**src/rtl/exc_commit_ctrl.sv**
```systemverilog
// Commit-point trap/return sequencer: picks the winning WB exception, interrupt or ERTN,
// pulses the CSR file once, then holds flush and an IF redirect until IF takes it.
module exc_commit_ctrl #(
    parameter int unsigned FLUSH_MIN = 2
) (
    input  logic        clk,
    input  logic        reset,
    input  logic        wb_valid,
    input  logic [31:0] wb_pc,
    input  logic [31:0] wb_vaddr,
    input  logic [5:0]  wb_exc,
    input  logic        wb_ertn,
    input  logic        int_signal,
    input  logic [31:0] csr_target,
    output logic        exc_signal,
    output logic        ertn_signal,
    output logic [5:0]  exc_ecode,
    output logic [8:0]  exc_esubcode,
    output logic [31:0] exc_pc,
    output logic [31:0] exc_vaddr,
    output logic        flush,
    output logic        wb_block,
    output logic        redirect_valid,
    output logic [31:0] redirect_pc,
    input  logic        redirect_ready
);

    typedef enum logic [1:0] {
        IDLE     = 2'd0,
        TRAP     = 2'd1,
        RET      = 2'd2,
        REDIRECT = 2'd3
    } state_t;

    state_t      state;
    state_t      state_next;
    logic [3:0]  hold_cnt;
    logic        trap_req;
    logic        ret_req;
    logic        flush_done;
    logic [5:0]  cause_ecode;
    logic [8:0]  cause_sub;
    logic [31:0] cause_vaddr;

    assign trap_req   = wb_valid && (int_signal || (|wb_exc));
    assign ret_req    = wb_valid && wb_ertn && !trap_req;
    assign flush_done = 32'(hold_cnt) >= FLUSH_MIN;

    // Fixed priority: interrupt first, then exceptions in pipeline-stage order.
    always_comb begin
        cause_ecode = 6'h00;
        cause_sub   = 9'd0;
        cause_vaddr = 32'd0;
        if (int_signal) begin
            cause_ecode = 6'h00;
        end else if (wb_exc[0]) begin
            cause_ecode = 6'h08;
            cause_vaddr = wb_pc;
        end else if (wb_exc[1]) begin
            cause_ecode = 6'h0D;
        end else if (wb_exc[2]) begin
            cause_ecode = 6'h0B;
        end else if (wb_exc[3]) begin
            cause_ecode = 6'h0C;
        end else if (wb_exc[4]) begin
            cause_ecode = 6'h09;
            cause_vaddr = wb_vaddr;
        end else if (wb_exc[5]) begin
            cause_ecode = 6'h08;
            cause_sub   = 9'd1;
            cause_vaddr = wb_vaddr;
        end
    end

    always_comb begin
        state_next = state;
        case (state)
            IDLE: begin
                if (trap_req) begin
                    state_next = TRAP;
                end else if (ret_req) begin
                    state_next = RET;
                end
            end
            TRAP, RET: state_next = REDIRECT;
            REDIRECT: begin
                if (redirect_ready && flush_done) begin
                    state_next = IDLE;
                end
            end
            default: state_next = IDLE;
        endcase
    end

    always_ff @(posedge clk or posedge reset) begin
        if (reset) begin
            state        <= IDLE;
            hold_cnt     <= 4'd0;
            exc_ecode    <= 6'd0;
            exc_esubcode <= 9'd0;
            exc_pc       <= 32'd0;
            exc_vaddr    <= 32'd0;
            redirect_pc  <= 32'd0;
        end else begin
            state <= state_next;
            if (state == IDLE && trap_req) begin
                exc_ecode    <= cause_ecode;
                exc_esubcode <= cause_sub;
                exc_pc       <= wb_pc;
                exc_vaddr    <= cause_vaddr;
            end else if (state == IDLE && ret_req) begin
                exc_ecode    <= 6'd0;
                exc_esubcode <= 9'd0;
                exc_pc       <= wb_pc;
                exc_vaddr    <= 32'd0;
            end
            // The CSR file presents eentry/era during the pulse cycle; capture it there.
            if (state == TRAP || state == RET) begin
                redirect_pc <= csr_target;
                hold_cnt    <= 4'd1;
            end else if (state == REDIRECT && hold_cnt != 4'd15) begin
                hold_cnt <= hold_cnt + 4'd1;
            end
        end
    end

    assign exc_signal     = (state == TRAP);
    assign ertn_signal    = (state == RET);
    assign flush          = (state != IDLE);
    assign wb_block       = (state != IDLE);
    assign redirect_valid = (state == REDIRECT);

endmodule

```
**config.mk**
```make
export PLATFORM = sky130hd
export DESIGN_NAME = exc_commit_ctrl
export DESIGN_NICKNAME = d
export VERILOG_FILES = /design/src/rtl/exc_commit_ctrl.sv
export SDC_FILE = /design/constraint.sdc
export NUM_CORES = 1
export LEC_CHECK = 0
export BUFFER_PORTS_ARGS = -buffer_cell sky130_fd_sc_hd__buf_4
export CORE_MARGIN = 2
export CORE_UTILIZATION = 49
export DETAILED_ROUTE_END_ITERATION = 6
export GPL_ROUTABILITY_DRIVEN = 0
export PLACE_DENSITY = 0.88
export SLEW_MARGIN = 20
export SYNTH_ARGS = -nofsm -noshare
export SYNTH_HDL_FRONTEND = slang
export SYNTH_SLANG_ARGS = --single-unit
```
**constraint.sdc**
```tcl
create_clock -name clk -period 4.5 [get_ports clk]
set_input_delay 0.225 -clock clk [delete_from_list [all_inputs] [get_ports clk]]
set_output_delay 0.225 -clock clk [all_outputs]
set_load 0.01 [all_outputs]
```
### After elaboration in Yosys (flattened, before gate mapping)

Cells that the tools add are included.

| word-level totals | value |
|---|---|
| memories kept | 0 |
| bits in read-only memories | 0 |
| bits of input ports | 108 |
| bits in writable memories | 0 |
| output and inout port bits | 116 |
| latch bits | 0 |
| register bits | 117 |
| logic and storage cells | 67 |

| cells by class | value |
|---|---|
| shift-type cells | 0 |
| reductions and logical operators | 17 |
| add/sub/neg operators | 1 |
| mux-type cells | 35 |
| div/mod/pow operators | 0 |
| eq/ne operators | 6 |
| order comparisons | 1 |
| bitwise operators | 0 |
| $mul | 0 |

Operators with widths:

| cell | number |
|---|---|
| 2-to-1 mux 32 bit | 11 |
| 2-to-1 mux 4 bit | 9 |
| 2-to-1 mux 9 bit | 2 |
| 2-to-1 mux 6 bit | 2 |
| logical AND 1 bit | 7 |
| 2-to-1 mux 1 bit | 7 |
| 2-to-1 mux 2 bit | 3 |
| case mux 2 bit (3 select lines) | 1 |
| nonzero test 2 bit | 3 |
| OR reduction 6 bit | 1 |
| adder 4 x 1 -> 4 bit (second input constant) | 1 |
| == test 2 bit (second input constant) | 2 |
| greater-or-equal comparator 4 x 2 -> 1 bit (second input constant) | 1 |
| != test 4 bit (second input constant) | 1 |
| != test 3 bit (second input constant) | 1 |
| == test 2 x 1 -> 1 bit (second input constant) | 1 |
| logical NOT 2 bit | 1 |
| logical OR 1 bit | 2 |
| != test 2 x 1 -> 1 bit (second input constant) | 1 |
| AND reduction 2 bit | 1 |
| OR reduction 2 bit | 1 |
| logical NOT 1 bit | 1 |

### Longest topological paths before layout

| logic depth | value |
|---|---|
| depth in word-level cells | 8 |
| mapped depth | 7 |
| depth with buffers taken out | 6 |

### Least setup slack after synthesis

Ideal clock, no wire load.

| path | value |
|---|---|
| kind | input port to flip-flop |
| start | input port wb_exc[1] |
| end | register exc_pc[10] |
| path buffers | 2 |
| arrival | 1774 ps |
| path slack | 2601 ps |
| data required time | 4375 ps |
| setup time | 125 ps |
| stages on the path | 5 |
| cells stage by stage | or4_1 -> buf_2 -> o311ai_4 -> buf_4 -> mux2_2 |

| on the way | value |
|---|---|
| word-level cells in the longest chain between the ends | 7 |
| elaborated cells between the ends (all ways) | 9 |
| classes of those cells | mux (1); reduce/logical (8) |

RTL lines:

| what | line | RTL |
|---|---|---|
| start, declared | 11 | `input logic [5:0] wb_exc,` |
| OR reduction 6 bit * | 45 | `assign trap_req = wb_valid && (int_signal \|\| (\|wb_exc));` |
| logical OR 1 bit * | 45 |  |
| logical AND 1 bit * | 45 |  |
| logical NOT 1 bit | 46 | `assign ret_req = wb_valid && wb_ertn && !trap_req;` |
| logical AND 1 bit | 46 |  |
| logical AND 1 bit | 111 | `end else if (state == IDLE && ret_req) begin` |
| nonzero test 2 bit (no source line) | n/a |  |
| end signal, assigned | 109 | `exc_pc <= wb_pc;` |
| end signal, assigned | 114 | `exc_pc <= wb_pc;` |
| end, declared | 19 | `output logic [31:0] exc_pc,` |

Every way passes the cells marked *; elsewhere a longest branch is shown, timed or not.
A chain may end at the register's enable or synchronous reset.

### Worst setup path in the final report

| path | value |
|---|---|
| start | input port wb_exc[1] |
| end | register exc_pc[1] |

Same word-level chain as after synthesis.

==> results.tsv <==
stage	metric	value	unit
run_status	status	complete, no violations	
layout	fraction of layout cells with a size suffix above 1	53.2	%
sta	RSZ-0062 raised after global routing	no	
global_routing	GR Overflow Total	0	
power_and_ir_drop	total power draw	0.00440	W
global_routing	initial antenna violation count	0	
sta	actual slew at the worst max-slew pin	0.783	ns
clocking	CTS sink count	107	
floorplanning	Die ar.	0.0100	sq mm
power_and_ir_drop	VDD IR-drop max	0.000314	V
layout	synth-to-layout area growth	40.6	%
sta	final slew viol count	0	
drt	# DRC	0	
global_routing	largest net degree at the start of global routing	70	
worst_setup_path	Buf+Inv Stages, Crit Path	2	
yosys	Top FF cell, synth	dfrtp_1	
sta	Setup violations, final	0	
clocking	clk_lat worst skew	0.37	ns
yosys	register bit total from synthesis	107	
sta	setup TNS	0	ns
worst_setup_path	critical path class	in2reg	
clocking	CTS Buffer Depth	2	
yosys	Synth async-reset ratio	100	%
worst_setup_path	Largest stage delay, worst path	0.65	ns
floorplanning	IO Count	224	
yosys	register area share after synthesis	59.1	%
layout	most frequent cells in the layout	buf_4, dfrtp_1, mux2_2, nand2_1, o21ai_0	
drt	via-per-instance ratio	5.35	
global_routing	All-Layer GR Usage	23.0	%
drt	Routed WL	11600	microns
worst_setup_path	crit path launch type	primary input	
drt	First DRT Iteration DRCs	151	
sta	WHS	0.00993	ns
place	Cell Area, Placed	0.00616	sq mm
yosys	Cell Area, Synth	0.00453	sq mm
clocking	CTS tree	yes	
layout	layout net count	680	
floorplanning	Die W	100	microns
drt	DRT antenna net count	0	
job	max-cap viol count	0	
layout	antenna cells	0	
power_and_ir_drop	Pleak	3.14	nW
drt	DR WL/cell	17.0	microns
sta	Worst slew margin	47.8	%
yosys	Distinct cells, synth	35	
global_routing	vias in the first global route	3759	
clocking	H-tree Lvls	3	
clocking	CTS buffer count	9	
floorplanning	std cell rows	35	
clocking	CTS resizes	0	
sta	Setup Skew	0.0161	ns
worst_setup_path	most frequent CP cell	buf_4	
worst_setup_path	Worst R2R Setup Slack	2.44	ns
floorplanning	starting utilization of the core area	49.8	%
worst_setup_path	FF-to-FF path depth	5	
worst_setup_path	critical-path cell list	buf_4 -> or4_1 -> o311ai_4 -> buf_4 -> mux2_2	
sta	final hold vios	0	
worst_setup_path	CP Data Required Time	4.75	ns
yosys	syn_area_per_cell	12.6	sq um
clocking	Reg clk slew, reported paths	0.11	ns
yosys	Post-synth EDFFs	0	
worst_setup_path	reg2reg end	exc_pc[1]$_DFFE_PP0P_	
drt	via count	3642	
worst_setup_path	Critical Path Fanout Max	69	
worst_setup_path	reg2reg start	state[0]$_DFFE_PP0P_	
worst_hold_path	worst hold path type	in2async	
yosys	Synth Instances	360	
worst_setup_path	crit path max-delay cell type	or4_1	
clocking	post-CTS setup buffers	0	
clocking	hold buffers post-CTS	0	
drt	first-pass iteration count of the detailed router	4	
floorplanning	Die Y	100	microns
layout	commonest non-fill, non-tap cell in the layout	buf_4	
place	IO buf count	213	
clocking	Root Buffer	clkbuf_8	
yosys	Synthesis Warnings	0	
worst_setup_path	critical path depth in cells	5	
global_routing	first-pass GRT wire length	18100	microns
sta	Final min period	2.15	ns
worst_setup_path	Top delay family on crit path	buffers and inverters	
worst_setup_path	crit path DAT	2.40	ns
sta	fmax	0.464	GHz
place	Final HPWL DP	8490	microns
worst_setup_path	crit path capture type	flip-flop	
layout	design area	0.00637	sq mm
power_and_ir_drop	Pwr per Cell Area	690	mW/mm^2
floorplanning	Core Area	0.00911	sq mm
sta	Final period util	47.9	%
## metal layers
layer  track usage (%)  wire [microns]  vias to the layer above  share of wire, %
met5                 0               0                        -                 0
met4              8.96             276                        0               2.4
met3              6.13             649                       23               5.6
met2              40.3            6330                      127                55
met1              26.9            4330                     1831                37
li1                  -               -                     1661                 -
## cells in the mapped netlist, drive strengths merged, types with 2 or more instances
master  count  area share (%)
clkbuf     13             1.1
a31oi       2            0.28
mux2       65              16
o21ai      34             3.8
nand2      34             2.8
nand3       3            0.33
a32o        2            0.44
a22o        2            0.39
nor2        6            0.50
inv        11            0.91
and3        2            0.28
or3         3            0.41
a21oi       2            0.22
dfrtp     107              59
ha          7             1.9
a22oi      32             5.3
xor2        2            0.39
buf        20             3.1
## stage by stage
| stage | instances | utilization, % | setup slack [ns] |
|---|---|---|---|
| after floorplan | 369 | - | 1.46 |
| after global placement | 665 | 67.6 | 2.04 |
| after detailed placement | 665 | 67.6 | 1.99 |
| after CTS | 681 | 69.9 | 2.38 |
| after global routing | 681 | 69.9 | 2.29 |
| final | 681 | 69.9 | 2.35 |
## cells by family after synthesis
logic type	after synthesis	synth area share, %
compound gates	79	11.8
xor+xnor	2	0.387
fa+ha+maj	7	1.93
buf+inv	44	5.14
flops	107	59.1
mux	66	16.4
other cells	1	0.0827
simple gates	54	5.22
## final cells by class
cell class | count | area [sq um]
well taps | 111 | 139
clock buffers | 10 | 128
flip-flops and latches | 107 | 2680
inverters | 11 | 43.8
multi-input cells | 218 | 1660
repair buffers | 218 | 1640
clock inverters | 6 | 83.8
fillers | 685 | 2740
## worst max path at each step
stage | from | endpoint
2_1_floorplan | reset | exc_ecode[0]$_DFFE_PP0P_
3_3_place_gp | wb_exc[1] | exc_pc[13]$_DFFE_PP0P_
3_5_place_dp | wb_exc[1] | exc_pc[15]$_DFFE_PP0P_
5_1_grt | wb_exc[1] | exc_pc[15]$_DFFE_PP0P_
6_report | wb_exc[1] | exc_pc[1]$_DFFE_PP0P_
4_1_cts | wb_exc[1] | exc_pc[1]$_DFFE_PP0P_
## sequential cells by signal, summed over array words and instances, names as in the netlist
name	cells
exc_ecode	4
exc_esubcode	1
exc_pc	32
exc_vaddr	32
hold_cnt	4
redirect_pc	32
state	2
## where the power goes
part | switching [W] | internal, W
Sequential | 0.000262 | 0.00143
Combinational | 0.000929 | 0.00116
Clock | 0.000341 | 0.000272
Note: power is estimated with default switching activity, not from simulation.
